`src/rtl/framebuffer_loader.sv`:
```
// Write-side loader for the dual-port framebuffer: decodes 'L' (row load) and 'F' (fill)
// commands from a valid/ready byte stream and drives the 8-bit framebuffer write port.
//
// state    | meaning
// ---------+-----------------------------------------------------------
// IDLE     | waiting for a command byte
// GET_ROW  | 'L' seen, waiting for the row index
// GET_DATA | streaming ROW_BYTES data bytes into the latched row
// FILL_VAL | 'F' seen, waiting for the fill value
// FILL     | writing the fill value to every address, stream stalled
module framebuffer_loader #(
  parameter int ROW_BYTES      = 128,
  parameter int ROWS           = 32,
  parameter int ADDR_WIDTH     = 12,
  parameter int TIMEOUT_CYCLES = 65535
) (
  input  logic                  Clock,
  input  logic                  Reset,
  input  logic [7:0]            RxData,
  input  logic                  RxValid,
  output logic                  RxReady,
  output logic [ADDR_WIDTH-1:0] AddressA,
  output logic [7:0]            DataInA,
  output logic                  WrA,
  output logic                  ClockEnA,
  output logic                  Busy,
  output logic                  Done,
  output logic                  Error
);

  localparam int COL_W = $clog2(ROW_BYTES);
  localparam int ROW_W = ADDR_WIDTH - COL_W;
  localparam int TMO_W = $clog2(TIMEOUT_CYCLES + 1);

  localparam logic [COL_W-1:0] COL_LAST = COL_W'(ROW_BYTES - 1);
  localparam logic [TMO_W-1:0] TMO_LAST = TMO_W'(TIMEOUT_CYCLES - 1);
  localparam logic [31:0]      ROWS_U   = 32'(ROWS);

  localparam logic [7:0] CMD_LOAD = 8'h4C;
  localparam logic [7:0] CMD_FILL = 8'h46;

  typedef enum logic [2:0] {
    S_IDLE,
    S_GET_ROW,
    S_GET_DATA,
    S_FILL_VAL,
    S_FILL
  } state_t;

  state_t                  state_q, state_d;
  logic [ROW_W-1:0]        row_q, row_d;
  logic [COL_W-1:0]        col_q, col_d;
  logic [TMO_W-1:0]        tmo_q, tmo_d;
  logic [7:0]              fill_q, fill_d;
  logic                    wr_q, wr_d;
  logic [ADDR_WIDTH-1:0]   addr_q, addr_d;
  logic [7:0]              data_q, data_d;
  logic                    done_q, done_d;
  logic                    err_q, err_d;

  logic                    accept;
  logic                    tmo_hit;
  logic                    row_ok;
  logic [ADDR_WIDTH-1:0]   addr_inc;

  assign RxReady  = (state_q != S_FILL);
  assign accept   = RxValid & RxReady;
  assign tmo_hit  = (tmo_q == TMO_LAST);
  assign row_ok   = ({24'd0, RxData} < ROWS_U);
  assign addr_inc = addr_q + ADDR_WIDTH'(1);

  always_ff @(posedge Clock) begin
    if (Reset) begin
      state_q <= S_IDLE;
      row_q   <= '0;
      col_q   <= '0;
      tmo_q   <= '0;
      fill_q  <= '0;
      wr_q    <= 1'b0;
      addr_q  <= '0;
      data_q  <= '0;
      done_q  <= 1'b0;
      err_q   <= 1'b0;
    end else begin
      state_q <= state_d;
      row_q   <= row_d;
      col_q   <= col_d;
      tmo_q   <= tmo_d;
      fill_q  <= fill_d;
      wr_q    <= wr_d;
      addr_q  <= addr_d;
      data_q  <= data_d;
      done_q  <= done_d;
      err_q   <= err_d;
    end
  end

  // Write-port outputs are registered from the next-state values, giving a
  // one-cycle write latency after each accepted data byte.
  always_comb begin
    state_d = state_q;
    row_d   = row_q;
    col_d   = col_q;
    tmo_d   = '0;
    fill_d  = fill_q;
    wr_d    = 1'b0;
    addr_d  = addr_q;
    data_d  = data_q;
    done_d  = 1'b0;
    err_d   = 1'b0;

    case (state_q)
      S_IDLE: begin
        if (accept) begin
          if (RxData == CMD_LOAD) begin
            state_d = S_GET_ROW;
          end else if (RxData == CMD_FILL) begin
            state_d = S_FILL_VAL;
          end else begin
            err_d = 1'b1;
          end
        end
      end

      S_GET_ROW: begin
        if (accept) begin
          if (row_ok) begin
            row_d   = ROW_W'(RxData);
            col_d   = '0;
            state_d = S_GET_DATA;
          end else begin
            err_d   = 1'b1;
            state_d = S_IDLE;
          end
        end else if (tmo_hit) begin
          err_d   = 1'b1;
          state_d = S_IDLE;
        end else begin
          tmo_d = tmo_q + TMO_W'(1);
        end
      end

      S_GET_DATA: begin
        if (accept) begin
          wr_d   = 1'b1;
          addr_d = {row_q, col_q};
          data_d = RxData;
          col_d  = col_q + COL_W'(1);
          if (col_q == COL_LAST) begin
            done_d  = 1'b1;
            state_d = S_IDLE;
          end
        end else if (tmo_hit) begin
          err_d   = 1'b1;
          state_d = S_IDLE;
        end else begin
          tmo_d = tmo_q + TMO_W'(1);
        end
      end

      S_FILL_VAL: begin
        if (accept) begin
          // The first fill write is issued on entry so FILL lasts exactly one
          // cycle per address and RxReady returns right after the final write.
          fill_d  = RxData;
          wr_d    = 1'b1;
          addr_d  = '0;
          data_d  = RxData;
          state_d = S_FILL;
        end else if (tmo_hit) begin
          err_d   = 1'b1;
          state_d = S_IDLE;
        end else begin
          tmo_d = tmo_q + TMO_W'(1);
        end
      end

      S_FILL: begin
        if (&addr_q) begin
          state_d = S_IDLE;
        end else begin
          wr_d   = 1'b1;
          addr_d = addr_inc;
          data_d = fill_q;
          done_d = &addr_inc;
        end
      end

      default: state_d = S_IDLE;
    endcase
  end

  assign AddressA = addr_q;
  assign DataInA  = data_q;
  assign WrA      = wr_q;
  assign ClockEnA = wr_q;
  assign Busy     = (state_q != S_IDLE);
  assign Done     = done_q;
  assign Error    = err_q;

endmodule

```
`config.mk`:
```
export PLATFORM = sky130hd
export DESIGN_NAME = framebuffer_loader
export DESIGN_NICKNAME = d
export VERILOG_FILES = /design/src/rtl/framebuffer_loader.sv
export SDC_FILE = /design/constraint.sdc
export NUM_CORES = 1
export LEC_CHECK = 0
export BUFFER_PORTS_ARGS = -buffer_cell sky130_fd_sc_hd__buf_4
export CORE_MARGIN = 10
export CORE_UTILIZATION = 49
export CTS_CLUSTER_DIAMETER = 200
export CTS_CLUSTER_SIZE = 10
export DETAILED_ROUTE_END_ITERATION = 6
export GPL_ROUTABILITY_DRIVEN = 0
export PLACE_DENSITY = 0.8
export SLEW_MARGIN = 10
export SYNTH_ARGS = -nofsm -noshare
export SYNTH_HDL_FRONTEND = slang
export SYNTH_SLANG_ARGS = --single-unit
```
`constraint.sdc`:
```
create_clock -name Clock -period 2.07 [get_ports Clock]
set_clock_uncertainty 0.05 [all_clocks]
set_input_delay 0.1035 -clock Clock [delete_from_list [all_inputs] [get_ports Clock]]
set_output_delay 0.1035 -clock Clock [all_outputs]
set_load 0.03 [all_outputs]
```
# ---- After elaboration in Yosys (flattened, before gate mapping)
# Cells that the tools add are included.
dict set report op_classes {
  addsub 3
  n_lt_le_gt_ge 1
  eq_ne 19
  mux 37
  bitwise_logic 2
  reduce_logical 16
}
# op n
set ops {}
lappend ops {{12-bit two-way mux} 3}
lappend ops {{12-bit one-hot mux with 3 select lines} 1}
lappend ops {{3-bit two-way mux} 9}
lappend ops {{12-bit AND reduction} 2}
lappend ops {{7-bit two-way mux} 3}
lappend ops {{16-bit by 1-bit adder with 16-bit output (second input constant)} 1}
lappend ops {{16-bit == test (second input constant)} 1}
lappend ops {{8-bit by 7-bit == test with 1-bit output (second input constant)} 2}
lappend ops {{8-bit two-way mux} 2}
lappend ops {{8-bit one-hot mux with 2 select lines} 1}
lappend ops {{3-bit one-hot mux with 5 select lines} 1}
lappend ops {{2-bit != test (second input constant)} 7}
lappend ops {{7-bit one-hot mux with 2 select lines} 1}
lappend ops {{12-bit by 1-bit adder with 12-bit output (second input constant)} 1}
lappend ops {{1-bit two-way mux} 12}
lappend ops {{4-bit AND reduction} 3}
lappend ops {{3-bit != test (second input constant)} 3}
lappend ops {{8-bit by 6-bit < comparator with 1-bit output (second input constant)} 1}
lappend ops {{7-bit by 1-bit adder with 7-bit output (second input constant)} 1}
lappend ops {{7-bit == test (second input constant)} 1}
lappend ops {{3-bit by 2-bit == test with 1-bit output (second input constant)} 2}
lappend ops {{3-bit AND reduction} 2}
lappend ops {{3-bit nonzero test} 2}
lappend ops {{1-bit one-hot mux with 2 select lines} 2}
lappend ops {{other kinds (13)} 14}
dict set report word_totals {
  ff_bits 62
  in_bits 11
  output_inout_bits 26
  elab_cells 88
}

# ---- Depth between registers and ports, before layout
# Gate-level depths: netlist of the first run.
dict set report logic_depth {
  ltp_word 5
  depth_mapped 9
  depth_no_buf 7
}

# ---- Worst setup path after synthesis of the first run
# No wires, ideal clock.
dict set report synth_timing {
  kind {register to register}
  startpoint {register addr_q[1], in the netlist AddressA[1]}
  endpoint {register addr_q[9], in the netlist AddressA[9]}
  setup_time_ns 0.138
  t_arrival_ns 1.915
  required_time_ns 1.882
  slack_ns -0.033
  path_stages_with_launch 10
  n_path_buf 3
  synth_period_minus_slack_ns 2.103
  path_cell_list {dfxtp_1 -> ha_1 -> buf_2 -> inv_1 -> o41ai_4 -> nand2_1 -> buf_6 -> buf_6 -> nor2_1 -> nor3_1}
}
dict set report synth_via {
  elab_chain_cells 3
  elab_cells_between_ends 6
}
# item line_no
set synth_lines {}
lappend synth_lines {{from (decl)} 56} ;# logic [ADDR_WIDTH-1:0] addr_q, addr_d;
lappend synth_lines {{from (signal assigned)} 91} ;# addr_q <= addr_d;
lappend synth_lines {{12-bit by 1-bit adder with 12-bit output or 12-bit AND reduction (tied branches)} {70, 179}}
lappend synth_lines {{12-bit two-way mux or 2-bit != test (tied branches)} -}
lappend synth_lines {{12-bit one-hot mux with 3 select lines or 4-bit AND reduction (tied branches)} -}
# Several ways; a longest one is shown, not always the timed one. The select of a mux whose other input is x is not followed.
# A chain may end at the register's enable or synchronous reset.

# ---- Final worst setup path of the first run
dict set report layout_timing {
  startpoint {input port RxData[7]}
  endpoint {register col_q[6]}
}
dict set report layout_via {
  elab_chain_cells 3
}
# item line_no
set layout_lines {}
lappend layout_lines {{from (decl)} 19} ;# input logic [7:0] RxData,
lappend layout_lines {{8-bit by 6-bit < comparator with 1-bit output} 69} ;# assign row_ok = ({24'd0, RxData} < ROWS_U);
lappend layout_lines {{2-bit != test (no source line)} -}
lappend layout_lines {{4-bit AND reduction (no source line)} -}
lappend layout_lines {{to (signal assigned)} 87} ;# col_q <= col_d;
lappend layout_lines {{to (decl)} 52} ;# logic [COL_W-1:0] col_q, col_d;
# Every way passes these cells.

==> impl_metrics.tcl, run 1 <==
set metrics [dict create \
    ir_drop_v 0.0007582 \
    firstDrtPassIters 6 \
    fillers 498 \
    holdPathEnd "Error" \
    cp_data_required_time_ns 2.29 \
    cts_tree "done" \
    hold_depth 3 \
    initial_utilization 0.5142 \
    grt_max_degree 49 \
    syn_area_um2 3117 \
    routed_wl_um 7595 \
    vias_per_cell 5.627 \
    cp_num_buf_inv 2 \
    status "completed" \
    hold_path.class "in -> reg" \
    fp.dieW_um 99.76 \
    ys_top_cells_by_area "dfxtp_1 (40%), nand2_1 (6.9%), nor2_1 (6.4%)" \
    cts_setup_buffers 0 \
    synth_top_area_frac 0.3982 \
    synth_ff_type "dfxtp_1" \
    cap_violations 0 \
    finalNetCount 438 \
    cellInternalPower_mw 2.324 \
    power.switching_mw 1.259 \
    drt_iter0_markers 187 \
    crit_family "simple AND/OR/NAND/NOR gates" \
    ys_async_sr_fraction 0 \
    hold_start "RxValid" \
    relSlewSlack 0.6416 \
    antennaDiodeCount 0 \
    worst_setup_path_start_kind "input pin" \
    place.port_buffers 36 \
    reg2reg_to "AddressA[10]" \
    yosysWarnings 0 \
    ys_ff_latch 62 \
    hold_violations 0 \
    syn-instance-count 375 \
    die_area_um2 9951 \
    power_frac_seq 0.398 \
    cp.arrival_ns 2.16 \
    grt_use_total 0.1496 \
    fin_crit_ns 1.942 \
    drv_slew 0 \
    antenna_found_initial 0 \
    rsz0062_at_grt "false" \
    layout_commonest_cell "dfxtp_1" \
    endpoint_kind "register" \
    root_buffer "clkbuf_8" \
    cp_slowest_cell "dlygate4sd3_1" \
    path_cells "dlygate4sd3_1, buf_4, nor3_1, a41oi_1, or4b_1, a21oi_1" \
    clkSlewWorstSetupHoldPaths_ns 0.06 \
    final_layout_size_suffix_gt1_frac 0.1925 \
    p_sw_frac 0.3514 \
    synth_nets 391 \
    fp.dieH_um 99.76 \
    syn_avg_cell_area_um2 8.311 \
    synth-edff-count 0 \
    overflow 0 \
    syn_to_final_growth_pct 20.31 \
    finalCritPeriodShare 0.9382 \
    post_drt_wl_per_cell_um 15.16 \
    slowest_delay_ns 0.53 \
    multi_input_area_um2 1712 \
    ys_types 46 \
    crit_type "in -> reg" \
    io_pins 37 \
    combPwrFrac 0.319 \
    r2r-start "AddressA[1]" \
    cts.sinks 62 \
    regArea_um2 1244 \
    max_freq_mhz 514.9 \
    total_power_mw 3.584 \
    clock_latency_ns 0.34 \
    cp.depth 6 \
    rows 28 \
    ant_nets 0 \
    worstMarginPinSlew_ns 0.5377 \
    layout_common_cells "dfxtp_1 (60), nand2_1 (57), nor2_1 (53), buf_4 (53)" \
    core_um2 6061 \
    tns_ns 0 \
    numCtsBuffers 9 \
    h-tree-depth 3 \
    ys_seq_area_frac 0.3982 \
    hold_ws_ns 0.08044 \
    cp-startpoint "RxData[7]" \
    clkPwrFrac 0.282 \
    num_vias 2819 \
    synth_top_cell_by_area "dfxtp_1" \
    grt_pass1_wl_um 12430 \
    powerDensity_nw_per_um2 955.7 \
    setup_viol 0 \
    clock_path_buffers 2 \
    rr_worst_depth 6 \
    ff2ff_setup_slack_ns 0.17 \
    cp_max_fo 6 \
    grt_pass1_vias 2663 \
    drc 0 \
    leakagePower_nw 1.388 \
    dpl.hpwl_um 5322 \
]
==> stage by stage <==
| stage | worst slack [ns] | area [um^2] | util | instances |
|---|---|---|---|---|
| 2_1_floorplan | 0.1265 | 3119 | - | 375 |
| 3_3_place_gp | 0.1342 | 3477 | 0.5737 | 478 |
| 3_5_place_dp | 0.1029 | 3477 | 0.5737 | 478 |
| 4_1_cts | 0.04274 | 3746 | 0.6181 | 501 |
| 5_1_grt | 0.002559 | 3750 | 0.6187 | 501 |
| 6_report | 0.1280 | 3750 | 0.6187 | 501 |
==> synth_stat cells, types with 2 or more instances <==
cell	instances
and4_1	3
nor4_1	4
nor2b_1	3
a211oi_1	5
inv_1	8
xnor2_1	11
o211ai_1	2
buf_6	2
nor2_1	53
a21oi_1	14
clkbuf_1	11
and2_1	2
buf_2	8
nand3_1	14
buf_4	4
a211o_1	2
nor3_1	19
a311oi_2	5
nand2_1	57
xor2_1	19
dfxtp_1	62
o21ai_0	5
and3_1	6
a311oi_1	5
or3_1	2
ha_1	5
nand2b_1	2
nand4_1	11
mux2i_1	6
a31oi_1	3
a221oi_1	7
==> worst max-delay path by stage <==
stage                             end
after floorplan           AddressA[0]
after global placement    AddressA[0]
after detailed placement  AddressA[0]
after CTS                 AddressA[0]
after global routing      AddressA[2]
final                        col_q[6]
==> tightest hold or removal path, stage by stage <==
cell and delay (ns):
buf_4 0.13, or3_1 0.11, a211oi_1 0.07
==> registers in the layout, indices dropped and copies added (netlist names) <==
signal and flops:
state_q 3, Done 1, DataInA 8, Error 1
ClockEnA 1, tmo_q 16, AddressA 12, fill_q 8
row_q 5, col_q 7
==> cells by family (layout without fill, tap and decap cells) <==
logic type | count (synthesis) | after routing | synth area share
buffers and inverters | 34 | 85 | 0.05379
AND/OR/NAND/NOR | 185 | 185 | 0.2878
AO/OA/AOI/OAI | 53 | 53 | 0.1365
XOR/XNOR | 30 | 30 | 0.08430
adder cells (fa/ha/maj) | 5 | 5 | 0.02007
multiplexers | 6 | 6 | 0.01927
flip-flops | 62 | 62 | 0.3982
==> metal layers <==
metal	part of all wire	global-route usage	up-vias
met5	0	0	-
met4	0.015	0.04520	0
met3	0.064	0.06228	13
met2	0.47	0.2354	78
met1	0.45	0.1812	1326
li1	-	-	1402
==> power groups by stage <==
stage	Clock (mW)	Combinational, mW	Sequential (mW)
global route	1.08	1.24	1.45
floorplan	0	0.591	1.63
finish	1.01	1.14	1.43
global placement	0	1.10	1.44
CTS	1.04	1.14	1.42
detailed placement	0	1.12	1.45
==> final cells by class <==
class / count / share of cell area
Inverter: 9 / 0.009009
Multi-Input combinational cell: 279 / 0.4565
Tap cell: 75 / 0.02503
Timing Repair Buffer: 61 / 0.1275
Clock inverter: 4 / 0.01268
Sequential cell: 62 / 0.3317
Clock buffer: 11 / 0.03770
==> repair_timing <==
item | CTS | global route
resized for setup | 0 | 1
hold buffers | 8 | 0
hold endpoints to repair | 11 | 0
setup endpoints to repair | 0 | 12
Power figures use the tool's default switching activity.
==> inputs of run 2 (changes only) <==
Settings changed: CELL_PAD_IN_SITES_DETAIL_PLACEMENT set to 0, CELL_PAD_IN_SITES_GLOBAL_PLACEMENT set to 1, CORE_UTILIZATION 49 to 47, PLACE_DENSITY 0.8 to 0.95.
Clock period 2.07 ns to 2.4 ns, I/O delays scaled along.
==> impl_metrics.tcl, run 2 (synthesized netlist as in run 1, its figures left out) <==
set metrics [dict create \
    rsz0062_at_grt "false" \
    largest_register_ffs 16 \
    ctsResizeCount 0 \
    grt_pass1_wl_um 12320 \
    clock_path_buffers 2 \
    powerDensity_nw_per_um2 835.7 \
    crit_family "compound AO/OA/AOI/OAI gates" \
    ant_nets 0 \
    layout_common_cells "dfxtp_1 (62), nand2_1 (57), nor2_1 (53)" \
    hold_start "RxData[7]" \
    path_cells "ha_1, inv_1, o41ai_4, and2_1, o21ai_0, a21oi_1" \
    overflow 0 \
    syn_to_final_growth_pct 18.07 \
    antennaDiodeCount 0 \
    worst_setup_path_start_kind "register" \
    finalCritPeriodShare 0.8233 \
    cp_slowest_cell "dfxtp_1" \
    cts_setup_buffers 0 \
    clkSlewWorstSetupHoldPaths_ns 0.07 \
    cp-startpoint "AddressA[0]" \
    fillers 584 \
    rr_worst_depth 6 \
    drc 0 \
    relSlewSlack 0.6461 \
    post_drt_wl_per_cell_um 14.79 \
    cap_violations 0 \
    numCtsBuffers 9 \
    firstDrtPassIters 4 \
    finalNetCount 428 \
    setup_viol 0 \
    cp_max_fo 11 \
    clock_latency_ns 0.34 \
    r2r-start "AddressA[0]" \
    hold_path.class "in -> reg" \
    largest-register "tmo_q" \
    hold_buffers 5 \
    fp.dieW_um 101.4 \
    fin_crit_ns 1.976 \
    tns_ns 0 \
    h-tree-depth 3 \
    io_pins 37 \
    initial_utilization 0.4880 \
    cp_num_buf_inv 1 \
    multi_input_area_um2 1708 \
    root_buffer "clkbuf_8" \
    regArea_um2 1241 \
    place.port_buffers 36 \
    ff2ff_setup_slack_ns 0.42 \
    vias_per_cell 5.553 \
    timing.final.ws_setup_ns 0.4240 \
    reg2reg_to "AddressA[2]" \
    rows 29 \
    drt_iter0_markers 188 \
    max_freq_mhz 506.1 \
    final_layout_size_suffix_gt1_frac 0.1775 \
    ir_drop_v 0.0005077 \
    status "completed" \
    drv_slew 0 \
    grt_use_total 0.1443 \
    crit_type "reg -> reg" \
    worstMarginPinSlew_ns 0.5296 \
    dpl.hpwl_um 5174 \
    num_vias 2743 \
    dp_cells 473 \
    cp_data_required_time_ns 2.62 \
    cts_tree "done" \
    endpoint_kind "register" \
    grt_max_degree 49 \
    antenna_found_initial 0 \
    holdPathEnd "fill_q[7]" \
    cp.arrival_ns 2.19 \
    cts.sinks 62 \
    hold_violations 0 \
    slowest_delay_ns 0.46 \
    fp.dieH_um 101.4 \
    fin_cells 494 \
    die_area_um2 10290 \
    grt_pass1_vias 2665 \
    hold_depth 3 \
    leakagePower_nw 1.345 \
    pre_cts_ws_ns 0.4514 \
    layout_commonest_cell "dfxtp_1" \
    core_um2 6386 \
    routed_wl_um 7304 \
]
-- run 2: changes by cell type in the layout (fill, tap and decap cells not counted), sizes merged --
cell | previous run | this run
buf | 53 | 46
dlygate4sd3 | 8 | 5
clkbuf | 11 | 14
clkinv | 2 | 1
bufinv | 1 | 0
-- run 2: metrics by stage --
stage                     hold slack [ns]    util  area [um^2]  power (mW)
after floorplan                    0.2060       -         3117       1.911
after global placement             0.3452  0.5362         3425       2.175
after detailed placement           0.3540  0.5362         3425       2.191
after CTS                       0.0003875  0.5762         3680       3.107
after global routing              0.01512  0.5762         3680       3.241
final                             0.01825  0.5762         3680       3.075
-- run 2: where the power goes --
group / internal (mW) / total, mW / switching, mW
sequential: 1.13 / 1.26 / 0.131
clock: 0.514 / 0.903 / 0.388
combinational: 0.347 / 0.909 / 0.563
-- run 2: tightest hold or removal path: cells and delay by family --
family / cells / cell delay, ns
compound gates: 1 / 0.05
simple gates: 1 / 0.05
buf+inv: 1 / 0.14
-- run 2: how the worst max path moves through the flow --
stage / end / slack [ns] / cells after the start
after global routing: AddressA[2] / 0.25 / 6
final: AddressA[2] / 0.42 / 6
after floorplan: AddressA[9] / 0.30 / 9
after CTS: AddressA[10] / 0.44 / 6
after detailed placement: AddressA[10] / 0.45 / 6
after global placement: AddressA[9] / 0.52 / 6
-- run 2: area by class of cell --
cell class / count / share of cell area
sequential: 62 / 0.3373
clock buffer: 14 / 0.05236
multi-input combinational: 279 / 0.4641
tap: 77 / 0.02618
timing repair buffer: 51 / 0.1074
inverter: 9 / 0.009181
clock inverter: 2 / 0.003400
-- run 2: metal layers --
metal,share of wire,up-vias,track usage
met5,0,-,0
met4,0.019,0,0.06431
met3,0.063,15,0.04493
met2,0.46,63,0.2339
met1,0.46,1271,0.1713
li1,-,1394,-
==> inputs of run 3 (changes only) <==
Settings changed: CORE_UTILIZATION 47 to 43, PLACE_DENSITY 0.95 to 0.9.
Clock period 2.4 ns to 1.9 ns, I/O delays scaled along.
==> impl_metrics.tcl, run 3 (synthesized netlist as in run 1, its figures left out) <==
set metrics [dict create \
    initial_utilization 0.4513 \
    timing.final.ws_setup_ns 0.1052 \
    grt_pass1_wl_um 13140 \
    worst_setup_path_start_kind "register" \
    rsz0062_at_grt "false" \
    cp-endpoint "AddressA[0]" \
    h-tree-depth 3 \
    fillers 658 \
    leakagePower_nw 1.466 \
    firstDrtPassIters 4 \
    crit_family "simple AND/OR/NAND/NOR gates" \
    regArea_um2 1252 \
    numCtsBuffers 9 \
    drt_iter0_markers 137 \
    drv_slew 0 \
    vias_per_cell 5.334 \
    cts_tree "done" \
    fin_crit_ns 1.795 \
    largest_register_ffs 16 \
    layout_common_cells "buf_4 (66), dfxtp_1 (57), nand2_1 (57)" \
    cp-startpoint "state_q[0]" \
    pre_cts_ws_ns 0.07361 \
    clock_path_buffers 2 \
    utilization 0.5647 \
    cap_violations 0 \
    multi_input_area_um2 1724 \
    final_layout_size_suffix_gt1_frac 0.2318 \
    hold_path.class "in -> reg" \
    die_area_um2 11050 \
    fp.dieW_um 105.1 \
    clkSlewWorstSetupHoldPaths_ns 0.07 \
    hold_violations 0 \
    rr_worst_depth 7 \
    cp_max_fo 13 \
    total_power_mw 3.935 \
    path_common_cell "buf_4" \
    cp.arrival_ns 1.98 \
    grt_use_total 0.1402 \
    tns_ns 0 \
    io_pins 37 \
    top_usage_layer "met2" \
    max_freq_mhz 557.2 \
    setup_viol 0 \
    core_um2 6907 \
    layout_commonest_cell "buf_4" \
    endpoint_kind "register" \
    root_buffer "clkbuf_8" \
    syn_to_final_growth_pct 25.13 \
    powerDensity_nw_per_um2 1009 \
    cts.sinks 62 \
    dpl.hpwl_um 5608 \
    slowest_delay_ns 0.39 \
    grt_pass1_vias 2795 \
    crit_type "reg -> reg" \
    status "completed" \
    post_drt_wl_per_cell_um 14.53 \
    cp_data_required_time_ns 2.08 \
    drc 0 \
    routed_wl_um 7787 \
    overflow 0 \
    antenna_found_initial 0 \
    finalCritPeriodShare 0.9446 \
    grt_max_degree 33 \
    use_met3 0.05098 \
    relSlewSlack 0.7376 \
    ff2ff_setup_slack_ns 0.11 \
    finalNetCount 452 \
    cp_slowest_cell "dfxtp_1" \
    path_cells "nor3b_4, o41ai_4, buf_4, nand2_1, buf_4, nor2_1, a311oi_2" \
    ant_nets 0 \
    fin_cells 536 \
    met1_usage 0.1700 \
    cp.depth 7 \
    clock_latency_ns 0.33 \
    largest-register "tmo_q" \
    dp_cells 512 \
    r2r-start "state_q[0]" \
    worstMarginPinSlew_ns 0.3922 \
    rows 30 \
    num_vias 2859 \
    place.port_buffers 36 \
    ir_drop_v 0.0005799 \
    antennaDiodeCount 0 \
    reg2reg_to "AddressA[0]" \
    met2_usage 0.2251 \
    fp.dieH_um 105.1 \
    cp_num_buf_inv 2 \
]
run 3: cell count changes in the layout (fill, tap and decap cells not counted), sizes merged:
cell and change:
clkbuf -2, clkinvlp -1, clkinv +1, buf +21, dlygate4sd3 +3, inv +1
run 3: area by class of cell:
cell class | count | area share
multi-input cells | 279 | 0.4421
flip-flops and latches | 62 | 0.3211
repair buffers | 75 | 0.1505
well taps | 96 | 0.03080
inverters | 9 | 0.008662
clock buffers | 12 | 0.04267
clock inverters | 3 | 0.004171
run 3: worst min-delay path by stage:
stage	start	end	depth (start not counted)
2_1_floorplan	RxData[0]	fill_q[0]	2
3_3_place_gp	RxData[6]	fill_q[6]	3
3_5_place_dp	RxData[6]	fill_q[6]	3
4_1_cts	Reset	DataInA[6]	2
5_1_grt	Reset	fill_q[2]	2
6_report	Reset	DataInA[5]	2
run 3: what timing repair did:
item / CTS / global route
setup buffers: 0 / 1
resized for setup: 0 / 7
hold buffers: 8 / 0
setup endpoints to repair: 0 / 25
hold endpoints to repair: 12 / 0
run 3: report_power, final:
group / internal [mW] / switching (mW)
clock: 0.578 / 0.490
sequential: 1.44 / 0.112
combinational: 0.514 / 0.804
run 3: per-stage QoR:
| step | hold WS [ns] | cell area, um^2 |
|---|---|---|
| 6_report | 0.03183 | 3900 |
| 3_3_place_gp | 0.3235 | 3607 |
| 2_1_floorplan | 0.1810 | 3127 |
| 5_1_grt | 0.02036 | 3900 |
| 3_5_place_dp | 0.3343 | 3607 |
| 4_1_cts | 0.01512 | 3870 |
run 3: metal layers:
metal | up-vias | part of all wire
met5 | - | 0
met4 | 0 | 0.016
met3 | 9 | 0.069
met2 | 68 | 0.47
met1 | 1347 | 0.44
li1 | 1435 | -
